File: config.mk
export PLATFORM = sky130hd
export DESIGN_NAME = rr_mux_arbiter4
export DESIGN_NICKNAME = d
export VERILOG_FILES = /design/src/rtl/rr_mux_pkg.sv /design/src/rtl/fourto1mux.sv /design/src/rtl/rr_mux_arbiter4.sv
export SDC_FILE = /design/constraint.sdc
export NUM_CORES = 1
export LEC_CHECK = 0
export ABC_CLOCK_PERIOD_IN_PS = 2200
export BUFFER_PORTS_ARGS = -buffer_cell sky130_fd_sc_hd__buf_4
export CORE_UTILIZATION = 38
export DETAILED_ROUTE_END_ITERATION = 10
export PLACE_DENSITY = 0.78
export SYNTH_ARGS = -nofsm -noshare
export SYNTH_HDL_FRONTEND = slang
export SYNTH_HIERARCHICAL = 1
export SYNTH_SLANG_ARGS = --single-unit
File: constraint.sdc
create_clock -name clk -period 2.2 [get_ports clk]
set_input_delay 0.33 -clock clk [delete_from_list [all_inputs] [get_ports clk]]
set_output_delay 0.33 -clock clk [all_outputs]
set_load 0.01 [all_outputs]
File: src/rtl/rr_mux_pkg.sv
// rr_mux_pkg
// Shared types, constants and the round-robin search helper for
// rr_mux_arbiter4.
//
// Configuration: RR_MUX_PRIO0_EN is not read here. The top applies channel-0
// priority on top of next_grant() when that macro is defined.
package rr_mux_pkg;

    localparam int NUM_CH = 4;

    typedef logic [1:0] chan_idx_t;

    // Reset value of last_grant. The search starts one past this value, so
    // channel 0 wins the first grant.
    localparam chan_idx_t RESET_LAST_GRANT = 2'b11;

    typedef struct packed {
        logic      found;
        chan_idx_t idx;
    } grant_t;

    // Search order is last+1, last+2, last+3, last+4 (mod 4).
    // The loop walks from the farthest candidate to the nearest one, so the
    // nearest valid channel writes last and wins. When k=4 the 2-bit sum wraps
    // to last itself, which lets a lone requester win again.
    function automatic grant_t next_grant(input chan_idx_t last,
                                          input logic [NUM_CH-1:0] valid);
        grant_t    g;
        chan_idx_t c;
        g.found = 1'b0;
        g.idx   = '0;
        for (int k = NUM_CH; k >= 1; k--) begin
            c = last + chan_idx_t'(k);
            if (valid[c]) begin
                g.found = 1'b1;
                g.idx   = c;
            end
        end
        return g;
    endfunction

endpackage

File: src/rtl/fourto1mux.sv
// fourto1mux
// Purely combinational 4:1 word selector.
//
// Ports:
//   sel        : 2-bit select
//   d0..d3     : N-bit data inputs
//   out        : d[sel]
module fourto1mux #(
    parameter int N = 32
) (
    input  logic [1:0]   sel,
    input  logic [N-1:0] d0,
    input  logic [N-1:0] d1,
    input  logic [N-1:0] d2,
    input  logic [N-1:0] d3,
    output logic [N-1:0] out
);

    always_comb begin
        out = d0;
        case (sel)
            2'd0: out = d0;
            2'd1: out = d1;
            2'd2: out = d2;
            2'd3: out = d3;
            default: out = d0;
        endcase
    end

endmodule

File: src/rtl/rr_mux_arbiter4.sv
// rr_mux_arbiter4
// A four-channel round-robin arbiter in front of a 4:1 data mux. It has a
// registered output stage with a valid/ready handshake and can merge up to
// one word per cycle.
//
// Ports:
//   clk, rst      : clock; asynchronous active-high reset
//   req_valid[3:0]: per-channel request valid
//   req_ready[3:0]: per-channel take strobe (one-hot or zero)
//   D0..D3        : per-channel N-bit data
//   out_valid     : out_data holds an unconsumed word
//   out_ready     : downstream accepts out_data this cycle
//   out_data      : registered selected word
//   sel           : index of the channel that supplied out_data
//
// Configuration: when `RR_MUX_PRIO0_EN is defined, channel 0 has strict
// priority over the round-robin search.
module rr_mux_arbiter4
    import rr_mux_pkg::*;
#(
    parameter int N = 32
) (
    input  logic         clk,
    input  logic         rst,
    input  logic [3:0]   req_valid,
    output logic [3:0]   req_ready,
    input  logic [N-1:0] D0,
    input  logic [N-1:0] D1,
    input  logic [N-1:0] D2,
    input  logic [N-1:0] D3,
    output logic         out_valid,
    input  logic         out_ready,
    output logic [N-1:0] out_data,
    output logic [1:0]   sel
);

    logic         out_valid_q, out_valid_d;
    logic [N-1:0] out_data_q,  out_data_d;
    chan_idx_t    sel_q,       sel_d;
    chan_idx_t    last_grant_q, last_grant_d;

    logic         free;
    grant_t       gnt;
    logic [N-1:0] mux_out;

    // The mux select is the combinational grant. The selected word is
    // captured on the same edge that accepts the request.
    fourto1mux #(.N(N)) u_mux (
        .sel (gnt.idx),
        .d0  (D0),
        .d1  (D1),
        .d2  (D2),
        .d3  (D3),
        .out (mux_out)
    );

    always_comb begin
        // The output stage can take a new word when it is empty or when its
        // current word retires this cycle.
        free = ~out_valid_q | out_ready;

        gnt = next_grant(last_grant_q, req_valid);
`ifdef RR_MUX_PRIO0_EN
        // Channel 0 overrides the rotation. last_grant still records 0, so
        // the rotation among the other channels picks up from there.
        if (req_valid[0]) begin
            gnt.found = 1'b1;
            gnt.idx   = 2'd0;
        end
`endif

        req_ready = '0;
        if (!rst && free && gnt.found) begin
            req_ready[gnt.idx] = 1'b1;
        end

        out_valid_d  = out_valid_q;
        out_data_d   = out_data_q;
        sel_d        = sel_q;
        last_grant_d = last_grant_q;
        if (free) begin
            if (gnt.found) begin
                out_valid_d  = 1'b1;
                out_data_d   = mux_out;
                sel_d        = gnt.idx;
                last_grant_d = gnt.idx;
            end else begin
                // The word (if any) retired and nothing replaces it. Data and
                // sel keep their last values.
                out_valid_d = 1'b0;
            end
        end
    end

    always_ff @(posedge clk or posedge rst) begin
        if (rst) begin
            out_valid_q  <= 1'b0;
            out_data_q   <= '0;
            sel_q        <= '0;
            last_grant_q <= RESET_LAST_GRANT;
        end else begin
            out_valid_q  <= out_valid_d;
            out_data_q   <= out_data_d;
            sel_q        <= sel_d;
            last_grant_q <= last_grant_d;
        end
    end

    assign out_valid = out_valid_q;
    assign out_data  = out_data_q;
    assign sel       = sel_q;

endmodule

# Word-level counts from Yosys, hierarchy flattened
# Index checks and enable logic that the tools add are counted.
[classes]
n_reduce_logical = 6
n_bitwise = 2
n_addsub = 3
n_eq_ne = 3
mux = 17
order_cmp = 6
[op_table]
columns = ["op", "n"]
rows = [
  ["one-hot mux 32 bit (4 select lines)", 1],
  ["< comparator 2 x 3 -> 1 bit, second input constant", 5],
  ["two-way mux 3 bit", 4],
  ["binary-select mux 1 bit (select 2 bit)", 4],
  ["two-way mux 1 bit", 6],
  ["adder 2 bit, second input constant", 2],
  ["== test 2 bit, second input constant", 2],
  ["two-way mux 4 bit", 1],
  ["logical AND 1 bit", 3],
  ["adder 2 x 1 -> 2 bit, second input constant", 1],
  ["demux 1 bit (select 2 bit)", 1],
  ["== test 2 x 1 -> 1 bit, second input constant", 1],
  ["greater-or-equal comparator 2 x 1 -> 1 bit, second input constant", 1],
  ["zero test 2 bit", 1],
  ["AND reduction 2 bit", 1],
  ["zero test 1 bit", 1],
  ["inverter 1 bit", 1],
  ["OR 1 bit", 1],
]
[totals]
wordCells = 41
out_inout_bits = 39
reg_bits = 37
in_bits = 135

# Logic depth before layout (Yosys ltp)
[depth]
depth_word = 11
depth_mapped = 7
ltp_nobuf = 5

# Cells and area by module
# The synthesis kept the hierarchy.
[by_module_without_submodules]
columns = ["module", "area_per_inst_um2", "instances", "cells_each", "seq_area_each_um2"]
rows = [
  ["rr_mux_arbiter4", 1692.9, 1, 107, 928.4],
  ["fourto1mux", 814.5, 1, 39, 0.0],
]

# Least setup slack after synthesis
# Ideal clock, no wire load.
[synth_timing]
path_kind = "register to register"
start = "reg last_grant_q[1]"
end = "reg out_data_q[0] (netlist: out_data[0])"
synth_period_minus_slack_ns = 2.159
t_required_ns = 2.075
slack_ns = 0.041
setup_time_ns = 0.125
arrival_time_ns = 2.033
path_stages_with_launch = 8
cell_sequence = "dfstp_2 -> nor2b_1 -> o221a_2 -> nand2_1 -> buf_6 -> buf_12 -> mux4_2 -> mux2_4"
[synth_rtl]
columns = ["element", "line", "text"]
rows = [
  ["start: declaration", "rr_mux_arbiter4.sv:40", "chan_idx_t last_grant_q, last_grant_d;"],
  ["start signal: assignment", "rr_mux_arbiter4.sv:105", "last_grant_q <= last_grant_d;"],
  ["end signal: assignment", "rr_mux_arbiter4.sv:103", "out_data_q <= out_data_d;"],
  ["end: declaration", "rr_mux_arbiter4.sv:38", "logic [N-1:0] out_data_q, out_data_d;"],
]

==> results.toml <==
[sta]
slew_violations = 0
period_minus_slack_ns = 2.24
fin_tns_setup_ns = -0.118
fin_skew_ns = 0.00668
rsz0062_at_grt = "yes"
worst_pin_slew_ns = 0.748
hold_viol_final = 0
fin_ws_ns = -0.0442
fmax_mhz = 446
slew_headroom_pct = 50.0
finalCritPeriodShare_pct = 102
setup_viol = 12
whs_ns = 0.205

[critical_path]
r2r-end = "out_data[28]$_DFFE_PP0P_"
crit_type = "register to register"
crit_family = "multiplexers"
ff2ff_path_depth = 6
required_ns = 2.37
crit_cells = 6
rrSetupSlack_ns = -0.04
cp_slowest_cell = "dfstp_2"
cp-start-kind = "register"
critical_path_buf_inv_count = 1
crit_path_end_kind = "register"
arrival_ns = 2.41
timing.rr.start = "last_grant_q[1]$_DFFE_PP1P_"
path_max_fanout = 4
path_cells = "mux2i_1, o221a_2, nand2_4, buf_4, mux4_1, mux2_4"
slowest_delay_ns = 0.57

[die]
die_h_um = 83.2
die_w_um = 83.2
dieArea_um2 = 6930
start_util_pct = 39.5
rows = 29
boundaryPins = 174
fp.coreArea_um2 = 6350

[grt]
grtUsageTotal_pct = 19.9
grt_max_degree = 38
gr-total-overflow = 0
antenna_found_initial = 0
grt_pass1_vias = 2415
grt_pass1_wl_mm = 11.0

[power]
netSwitchingFraction_pct = 30.2
comb_power_share_pct = 51.1
leakage_nw = 1.95
power_frac_seq_pct = 33.8
vdd_ir_drop_max_mv = 0.377
internal_power_mw = 2.11
clock_power_share_pct = 15.1
pwr_density_cell_nw_per_um2 = 742
p_sw_mw = 0.913

[cts]
cts.sinks = 37
cts_tree = "done"
ctsHoldBuffers = 0
htreeDepth = 2
clkLatencyLatePin_ns = 0.28
path_clk_slew_ns = 0.08
clockRootBuffer = "clkbuf_8"
numCtsBuffers = 5
ctsLongestPathBuffers = 2

[placed_design]
dpl.hpwl_mm = 5.40
placed_area_um2 = 3940
portBuffers = 173
gp_congestion = 0.774
placed_cells = 401

[yosys]
ys_warn_count = 6
netlist_area_um2 = 2510
synth_cells = 146
yosysSeqAreaShare_pct = 37.0
syn_nets = 281
yosysUniqueCellTypes = 33
synth.ff_latch_count = 37
syn_avg_cell_area_um2 = 17.2

[drt]
drtIter0Drc = 42
dr_wl_met2_mm = 3.73
avgRoutedWirePerCell_um = 16.5
dr.pass1.iters = 2
drc = 0
met3_wirelength_um = 507
wl_met1_mm = 2.43
antenna_left = 0
top_layer = "met4"
drt-total-wl_mm = 6.78
via_count = 2128
viasPerCell = 5.19

[min_path]
hold_class = "primary input to async pin"

[cells_and_area]
final_common_cell = "buf_4"
layout_common_cells = "186 x buf_4, 35 x dfrtp_1, 30 x mux4_2"
area_growth_pct = 62.4
antenna_cells = 0
drive_gt1_share_pct = 82.6
final_net_count = 467
stdcell_area_um2 = 4070
fin_cells = 410

[outcome]
run_status = "finished, violations left"
violations = "setup timing"

[job]
maxCapViolations = 0
==> logic make-up (layout without fill, tap and decap cells) <==
kind of cell,after synthesis,count (layout),synth area share [%]
flops,37,37,37.0
simple gates,20,20,5.94
buf+inv,12,199,5.09
mux,65,65,48.0
compound gates,12,12,3.94
==> power groups by stage <==
stage | logic (mW) | clock network, mW | registers (mW)
finish | 1.55 | 0.456 | 1.02
CTS | 1.56 | 0.475 | 1.02
detailed placement | 1.54 | 0 | 1.03
global route | 1.65 | 0.505 | 1.05
floorplan | 0.804 | 0 | 1.11
global placement | 1.50 | 0 | 1.02
==> synthesized netlist by cell type <==
cell,instances,area (um2)
dfrtp_1,35,876
mux4_2,30,676
mux2_4,28,420
buf_6,4,45.0
mux2_2,4,45.0
o21ai_0,4,20.0
buf_12,3,60.1
buf_2,3,15.0
nand2_1,3,11.3
nor2b_1,3,18.8
a211oi_1,2,15.0
a2bb2oi_1,2,17.5
dfstp_2,2,52.6
inv_1,2,7.51
mux4_1,2,52.6
nor4_1,2,12.5
a21oi_1,1,5.00
and3b_1,1,8.76
mux2i_1,1,10.0
nand2b_1,1,6.26
nand3_1,1,5.00
nor2_4,1,11.3
nor3_1,1,5.00
nor3b_1,1,7.51
nor4_4,1,21.3
o221a_2,1,11.3
o221ai_1,1,8.76
o31ai_4,1,21.3
or2_2,1,6.26
or2b_2,1,8.76
or3b_1,1,8.76
or3b_2,1,8.76
or4_2,1,8.76
==> per-stage QoR <==
| stage | util (%) | total power, mW | worst slack, ns |
|---|---|---|---|
| global placement | 62.0 | 2.52 | -0.0660 |
| finish | 64.1 | 3.02 | -0.0442 |
| CTS | 63.8 | 3.05 | -0.00933 |
| global route | 64.1 | 3.20 | -0.0938 |
| floorplan | - | 1.91 | 0.0414 |
| detailed placement | 62.0 | 2.57 | -0.105 |
==> final cells by class <==
class | count | area (um2)
repair buffers | 189 | 1460
fillers | 498 | 2280
clock buffers | 6 | 72.6
flip-flops and latches | 37 | 928
multi-input cells | 97 | 1500
clock inverters | 2 | 10.0
well taps | 77 | 96.3
inverters | 2 | 7.51
==> routing by layer <==
metal,GRT usage [%],vias up
met3,5.27,10
met5,0,-
li1,-,968
met1,21.9,1050
met2,36.4,100
met4,7.68,0
==> flip-flops by register name, indices dropped and copies added (netlist names) <==
signal / flops
out_data: 32
out_valid: 1
last_grant_q: 2
sel: 2
==> worst reg2reg max path, cell delays in order (launching register included) <==
cell	delay, ns
dfstp_2	0.57
mux2i_1	0.29
o221a_2	0.28
nand2_4	0.08
buf_4	0.15
mux4_1	0.48
mux2_4	0.27
==> repair_timing <==
| action | CTS | global route |
|---|---|---|
| setup endpoints to repair | 4 | 19 |
| buffers inserted | 0 | 1 |
| resized for setup | 6 | 3 |
| pin swaps | 0 | 1 |
| cloned | 0 | 0 |
==> how the worst max path moves through the flow <==
stage	start	endpoint	slack (ns)
2_1_floorplan	last_grant_q[1]$_DFFE_PP1P_	out_data[0]$_DFFE_PP0P_	0.04
3_3_place_gp	req_valid[0]	out_data[28]$_DFFE_PP0P_	-0.07
3_5_place_dp	req_valid[0]	out_data[9]$_DFFE_PP0P_	-0.10
4_1_cts	last_grant_q[1]$_DFFE_PP1P_	req_ready[0]	-0.009
5_1_grt	last_grant_q[1]$_DFFE_PP1P_	out_data[28]$_DFFE_PP0P_	-0.09
6_report	last_grant_q[1]$_DFFE_PP1P_	out_data[28]$_DFFE_PP0P_	-0.04
Note: power is estimated with default switching activity, not from simulation.
